$ cat config.mk
export PLATFORM = sky130hd
export DESIGN_NAME = segment_arbiter
export DESIGN_NICKNAME = d
export VERILOG_FILES = /design/src/rtl/segment_arbiter.sv
export SDC_FILE = /design/constraint.sdc
export NUM_CORES = 1
export LEC_CHECK = 0
export BUFFER_PORTS_ARGS = -buffer_cell sky130_fd_sc_hd__buf_2
export CAP_MARGIN = 10
export CELL_PAD_IN_SITES_DETAIL_PLACEMENT = 2
export CELL_PAD_IN_SITES_GLOBAL_PLACEMENT = 2
export CORE_MARGIN = 4
export CORE_UTILIZATION = 35
export DETAILED_ROUTE_END_ITERATION = 6
export MAX_ROUTING_LAYER = met4
export PLACE_DENSITY_LB_ADDON = 0.05
export SLEW_MARGIN = 20
export SYNTH_ARGS = -nofsm -noshare
export SYNTH_HDL_FRONTEND = slang
export SYNTH_SLANG_ARGS = --single-unit
$ cat constraint.sdc
create_clock -name CLK -period 1.8 [get_ports CLK]
set_input_delay 0.36 -clock CLK [delete_from_list [all_inputs] [get_ports CLK]]
set_output_delay 0.36 -clock CLK [all_outputs]
set_load 0.05 [all_outputs]
$ cat src/rtl/segment_arbiter.sv
// Round-robin bus arbiter with transaction hold, decode-error abort and watchdog abort.
// Produces a registered one-hot grant plus its binary index for the shared segment.
module segment_arbiter #(
  parameter int masters = 2,
  parameter int timeout = 1024,
  parameter int id_bits = 1
) (
  input  logic               CLK,
  input  logic               RESET,
  input  logic [masters-1:0] REQUESTS,
  input  logic               DONE,
  input  logic               SELECT_ERROR,
  output logic [masters-1:0] BUS_GRANTS,
  output logic [id_bits-1:0] GRANT_ID,
  output logic               BUSY,
  output logic               DECODE_ERROR,
  output logic               TIMEOUT
);

  localparam int WDOG_W = (timeout > 0) ? $clog2(timeout + 1) : 1;
  localparam logic [WDOG_W-1:0] WDOG_MAX  = WDOG_W'(timeout);
  localparam logic [WDOG_W-1:0] WDOG_LAST = WDOG_W'((timeout > 0) ? timeout - 1 : 0);

  typedef enum logic [1:0] {
    IDLE    = 2'd0,
    GRANTED = 2'd1,
    ABORT   = 2'd2
  } state_t;

  state_t              state_q, state_d;
  logic [masters-1:0]  grant_q, grant_d;
  logic [id_bits-1:0]  id_q, id_d;
  logic                busy_q, busy_d;
  logic                derr_q, derr_d;
  logic                tout_q, tout_d;
  logic [WDOG_W-1:0]   wdog_q, wdog_d;
  logic [id_bits-1:0]  last_ptr_q, last_ptr_d;

  logic                hi_found, lo_found;
  logic [id_bits-1:0]  hi_idx, lo_idx, win_idx;
  logic [masters-1:0]  win_onehot;
  logic                any_req;

  // Round-robin pick: lowest requester above last_ptr, otherwise lowest overall.
  // Scanning downward leaves the lowest matching index in each candidate.
  always_comb begin
    hi_found = 1'b0;
    lo_found = 1'b0;
    hi_idx   = '0;
    lo_idx   = '0;
    for (int j = masters - 1; j >= 0; j--) begin
      if (REQUESTS[j]) begin
        if (j > int'(last_ptr_q)) begin
          hi_found = 1'b1;
          hi_idx   = id_bits'(j);
        end else begin
          lo_found = 1'b1;
          lo_idx   = id_bits'(j);
        end
      end
    end
    win_idx = hi_found ? hi_idx : lo_idx;
    any_req = hi_found | lo_found;
  end

  genvar gi;
  generate
    for (gi = 0; gi < masters; gi++) begin : g_onehot
      assign win_onehot[gi] = (int'(win_idx) == gi);
    end
  endgenerate

  always_comb begin
    state_d    = state_q;
    grant_d    = grant_q;
    id_d       = id_q;
    busy_d     = busy_q;
    derr_d     = 1'b0;
    tout_d     = 1'b0;
    wdog_d     = wdog_q;
    last_ptr_d = last_ptr_q;

    case (state_q)
      IDLE: begin
        grant_d = '0;
        id_d    = '0;
        busy_d  = 1'b0;
        if (any_req) begin
          grant_d = win_onehot;
          id_d    = win_idx;
          busy_d  = 1'b1;
          wdog_d  = '0;
          state_d = GRANTED;
        end
      end

      GRANTED: begin
        if (wdog_q != WDOG_MAX) begin
          wdog_d = wdog_q + 1'b1;
        end
        if (DONE) begin
          grant_d    = '0;
          id_d       = '0;
          busy_d     = 1'b0;
          last_ptr_d = id_q;
          state_d    = IDLE;
        end else if (SELECT_ERROR) begin
          derr_d  = 1'b1;
          state_d = ABORT;
        end else if ((timeout != 0) && (wdog_q == WDOG_LAST)) begin
          tout_d  = 1'b1;
          state_d = ABORT;
        end
      end

      ABORT: begin
        grant_d    = '0;
        id_d       = '0;
        busy_d     = 1'b0;
        last_ptr_d = id_q;
        state_d    = IDLE;
      end

      default: begin
        grant_d = '0;
        id_d    = '0;
        busy_d  = 1'b0;
        state_d = IDLE;
      end
    endcase
  end

  always_ff @(posedge CLK or posedge RESET) begin
    if (RESET) begin
      state_q    <= IDLE;
      grant_q    <= '0;
      id_q       <= '0;
      busy_q     <= 1'b0;
      derr_q     <= 1'b0;
      tout_q     <= 1'b0;
      wdog_q     <= '0;
      last_ptr_q <= id_bits'(masters - 1);
    end else begin
      state_q    <= state_d;
      grant_q    <= grant_d;
      id_q       <= id_d;
      busy_q     <= busy_d;
      derr_q     <= derr_d;
      tout_q     <= tout_d;
      wdog_q     <= wdog_d;
      last_ptr_q <= last_ptr_d;
    end
  end

  assign BUS_GRANTS   = grant_q;
  assign GRANT_ID     = id_q;
  assign BUSY         = busy_q;
  assign DECODE_ERROR = derr_q;
  assign TIMEOUT      = tout_q;

endmodule

# Word-level counts from Yosys, hierarchy flattened
# Index checks and enable logic that the tools add are counted.
dict set report word_totals {
  wordCells 58
  out_inout_bits 6
  regBits 20
  inputBits 6
}
dict set report op_classes {
  n_addsub 1
  n_mux 32
  bitwise_logic 2
  reduce_logical 6
  eq_ne 8
  order_cmp 1
}
# op n
set ops {}
lappend ops {{$mux 11} 2}
lappend ops {{$pmux 11 s2} 1}
lappend ops {{$mux 1} 18}
lappend ops {{$mux 2} 6}
lappend ops {{$add 11x1->11 const B} 1}
lappend ops {{$eq 11x10->1 const B} 1}
lappend ops {{$ne 11x11->1 const B} 1}
lappend ops {{$pmux 2 s2} 2}
lappend ops {{$ne 2x2->1 const B} 3}
lappend ops {{$pmux 1 s2} 3}
lappend ops {{$ne 4x4->1 const B} 1}
lappend ops {{$reduce_and 2->1} 2}
lappend ops {{$reduce_bool 2->1} 2}
lappend ops {{$reduce_and 3->1} 1}
lappend ops {{$eq 2x1->1 const B} 1}
lappend ops {{$eq 2x2->1 const B} 1}
lappend ops {{$logic_not 2->1} 1}
lappend ops {{$gt 1x1->1 const A} 1}
lappend ops {{$not 1->1} 1}
lappend ops {{$or 1x1->1} 1}

# Logic depth before layout (Yosys ltp)
dict set report depth {
  depth_word 8
  ltp_mapped 6
}

# Worst setup path before layout
# OpenSTA, ideal clock, no wires.
dict set report synth_timing {
  path_kind {reg2reg}
  startpoint {register wdog_q[1]}
  endpoint {register state_q[0]}
  setup_time_ns 0.124
  path_buffers 0
  arrival_ns 1.393
  path_stages_with_launch 6
  slack_ns 0.284
  path_cell_list {dfrtp_1 -> ha_1 -> nand3_2 -> or4_4 -> nor2_4 -> o21ai_1}
}
dict set report synth_between {
  elab_chain_len 3
}
# item line
set synth_rtl {}
lappend synth_rtl {{from (decl)} 36} ;# logic [WDOG_W-1:0] wdog_q, wdog_d;
lappend synth_rtl {{from (signal assigned)} 150} ;# wdog_q <= wdog_d;
lappend synth_rtl {{$eq 11x10->1} 110} ;# end else if ((timeout != 0) && (wdog_q == WDOG_LAST)) begin
lappend synth_rtl {{$ne 4x4->1 (no source line)} --}
lappend synth_rtl {{$reduce_and 2->1 (no source line)} --}
lappend synth_rtl {{to (signal assigned)} 144} ;# state_q <= state_d;
lappend synth_rtl {{to (decl)} 30} ;# state_t state_q, state_d;
# No other way between the ends.
# A chain may end at the register's enable or synchronous reset.

# Final worst setup path
dict set report layout_timing {
  startpoint {register wdog_q[0]}
  endpoint {register state_q[1]}
}
# The elaborated chain is that of the path after synthesis.

==> metrics.md <==
| Metric | Value |
|---|---|
| Outcome | `completed` |
| Mux share of post-synthesis cell area | `0.0223` |
| Biggest area consumer among synthesized cells | `sky130_fd_sc_hd__dfrtp_1` |
| Top Usage Layer GRT | `met2` |
| Complex-gate fraction of the synthesized area | `0.140` |
| GRT overflow | `0` |
| Count of input and output buffers | `11` |
| Total number of placement rows | `19` |
| Most frequent cell after synthesis | `sky130_fd_sc_hd__dfrtp_1` |
| Maximum clock path buffer count | `2` |
| Post-route minimum period | `1.70 ns` |
| Kind of critical path | `reg -> reg` |
| Post-synthesis async set-or-reset flop share | `1.00` |
| Synth Area in Adders | `0.0248` |
| Wirelength, routed | `2620 µm` |
| F_max | `0.589 GHz` |
| Critical path startpoint category | `flip-flop` |
| Hold Path Class | `in -> async` |
| Peak supply drop | `0.620 mV` |
| Max Clock Skew | `0.00429 ns` |
| DIE HEIGHT | `61.7 µm` |
| Count of cells resized by post-cts repair | `0` |
| Post CTS Setup Buffer Count | `0` |
| Met3 track demand over resource | `0.0331` |
| Seq/Total Area, Yosys | `0.472` |
| Dominant combinational cell family by area after synthesis | `simple AND/OR/NAND/NOR gates` |
| Unrepaired setup endpoints after global routing | `no` |
| Clock edge transition at the registers on the reported setup and hold paths | `0.11 ns` |
| Total routing resource utilization after global routing | `0.166` |
| Final hold vios | `0` |
| Critical Path Fanout Max | `6` |
| Average wire per cell in the routed design | `17.4 µm` |
| Routability-driven placement congestion ratio | `0.782` |
| Layout cells sized above 1 | `0.250` |
| XOR/XNOR Fraction of Synth Area | `0.00867` |
| Critical Path AT | `1.94 ns` |
| EDFF count, synth | `0` |
| Core ar. | `0.00276 mm²` |
| Final Max Slew Viols | `0` |
| CP required | `2.04 ns` |
| Area share of the leading cell type in the synthesized netlist | `0.446` |
| CTS root buffer | `sky130_fd_sc_hd__clkbuf_4` |
| Deepest level of the CTS H-tree | `1` |
| Area taken by multi-input logic gates | `500 µm²` |
| Met1 usage | `0.185` |
| Sequential cell area | `478 µm²` |
| Dominant register cell in the synthesized netlist | `sky130_fd_sc_hd__dfrtp_1` |
| Post-Synthesis Cells | `105` |
| Largest net degree at the start of global routing | `20` |
| Inserted Diodes | `0` |
| Overall via count from detail_route | `860` |
| Number of buffers added to fix hold violations after cts | `0` |
| DRT Pass-1 Iters | `4` |
| Crit-path cells | `ha_1 -> nand3_2 -> or4_4 -> nor2_4 -> o21a_1` |
| Count of distinct cell types in the synthesized netlist | `43` |
| Grt met2 use | `0.294` |
| Detailed Route Iter0 Violations | `18` |
| Vias in the first global route | `942` |
| Clock latency reported for the late side of the worst-skew pair | `0.29 ns` |
| Setup tns final | `0 ns` |
| Final setup viols | `0` |
| Number of nets in the layout | `129` |
| Post-synthesis share of cell area spent on and, or, nand and nor gates | `0.294` |
| CP max stage delay | `0.59 ns` |
| Tcrit/Tclk final | `0.943` |
| Highest-delay cell along the critical path | `sky130_fd_sc_hd__or4_4` |
| CTS tree | `built` |
| Slew of the pin with the lowest slew margin | `0.408 ns` |
| Critical Path Sink Type | `flip-flop` |
| Cell leakage power | `0.513 nW` |
| Worst slew margin | `0.728` |
| FF-to-FF setup slack | `0.10 ns` |
| Areal power density over the cells | `1300 mW/mm²` |
| Via density | `5.70` |
| Die W | `61.7 µm` |
| Synthesized cell area | `0.00101 mm²` |
| TritonCTS buffer count | `3` |
| Total Die Area | `0.00381 mm²` |
| Placed instance count | `147` |
| Commonest cells in the synthesized netlist | `sky130_fd_sc_hd__dfrtp_1, sky130_fd_sc_hd__nand2_1, sky130_fd_sc_hd__nor2_1` |
| Initial standard-cell utilization of the core | `0.366` |
| Initial antenna violation count | `0` |
| Yosys synthesis warning count | `0` |
| Syn Nets | `113` |
| DRC Markers | `0` |
| # fillers | `314` |
| Area growth from synthesis to layout | `13.3%` |
| Post-synthesis sequential element count | `19` |
| # Max-Cap Violations | `0` |
| Average size of a mapped cell | `9.62 µm²` |
| Detail Route Antenna Nets | `0` |
| Ranking of synthesized cells by area | `sky130_fd_sc_hd__dfrtp_1, sky130_fd_sc_hd__nand2_1, sky130_fd_sc_hd__dfstp_2, sky130_fd_sc_hd__nor2_1, sky130_fd_sc_hd__ha_1` |
| Top-Level Pins | `12` |
| Detailed Place HPWL | `2030 µm` |
| Number of sinks driven by the clock tree | `19` |
| Wire length of the first global-routing pass | `4430 µm` |
| Non-filler instance count after layout | `151` |
==> area by class of cell <==
type | instances | share of cell area
multi-input combinational | 77 | 0.438
sequential | 19 | 0.418
clock buffer | 4 | 0.0230
inverter | 6 | 0.0197
timing repair buffer | 14 | 0.0678
tap | 31 | 0.0339
==> critical path, delay by kind of cell, from the launching register on <==
| family | cells | cell delay (ns) |
|---|---|---|
| fa+ha+maj | 1 | 0.23 |
| simple gates | 3 | 0.87 |
| compound gates | 1 | 0.12 |
| flops | 1 | 0.42 |
==> cell families (layout without fill, tap and decap cells) <==
| group | count (synthesis) | after routing |
|---|---|---|
| buf+inv | 9 | 24 |
| fa+ha+maj | 2 | 2 |
| simple gates | 51 | 51 |
| xor+xnor | 1 | 1 |
| compound gates | 21 | 21 |
| mux | 2 | 2 |
| flops | 19 | 19 |
==> cells in the final DEF, fill, tap and decap left out, types with 3 or more instances in the layout <==
master,count
sky130_fd_sc_hd__buf_4,3
sky130_fd_sc_hd__buf_2,11
sky130_fd_sc_hd__inv_1,6
sky130_fd_sc_hd__nor3_1,3
sky130_fd_sc_hd__dfrtp_1,17
sky130_fd_sc_hd__or3_1,4
sky130_fd_sc_hd__nand3_1,5
sky130_fd_sc_hd__nand2_1,13
sky130_fd_sc_hd__o21ai_0,3
sky130_fd_sc_hd__clkbuf_4,3
sky130_fd_sc_hd__nor2_1,7
sky130_fd_sc_hd__o21ai_1,3
sky130_fd_sc_hd__a21oi_1,4
==> metrics by stage <==
stage	worst slack, ns	utilization	hold slack [ns]	power [mW]	cell area, µm²
finish	0.103	0.415	0.0659	1.48	1140
global route	0.0128	0.415	0.0830	1.61	1140
CTS	0.0455	0.412	0.0680	1.50	1140
detailed placement	0.0763	0.402	0.402	1.28	1110
global placement	0.146	0.402	0.392	1.25	1110
floorplan	0.284	-	0.310	1.09	1010
==> per-layer routing <==
layer  routed length, µm  vias up  part of all wire
li1                    -      409                 -
met1                1140      435              0.44
met2                1340       12              0.51
met3                 104        4             0.040
met4                  31        0             0.012
met5                   0        -                 0
==> state kept, by name (all words and copies together), names as in the netlist <==
name,count
wdog_q,11
BUS_GRANTS,2
DECODE_ERROR,1
last_ptr_q,1
TIMEOUT,1
state_q,2
BUSY,1
==> report_power, final <==
part	total (mW)	internal, mW	switching (mW)	leakage [nW]
clock	0.215	0.0862	0.129	0.0150
sequential	0.621	0.521	0.100	0.250
combinational	0.645	0.214	0.431	0.248
total	1.48	0.821	0.660	0.513
==> path summary, 6_finish.rpt <==
check,startpoint,endpoint,cells after the start
max reg2reg,wdog_q[0]$_DFFE_PP0P_,state_q[1]$_DFFE_PP0P_,5
max,wdog_q[0]$_DFFE_PP0P_,state_q[1]$_DFFE_PP0P_,5
min,RESET,wdog_q[6]$_DFFE_PP0P_,3
min reg2reg,BUS_GRANTS[0]$_DFFE_PP0P_,BUS_GRANTS[0]$_DFFE_PP0P_,2
max in group asynchronous,RESET,last_ptr_q$_DFFE_PP1P_,3
min in group CLK,SELECT_ERROR,DECODE_ERROR$_DFF_PP0_,2
Note: power is estimated with default switching activity, not from simulation.
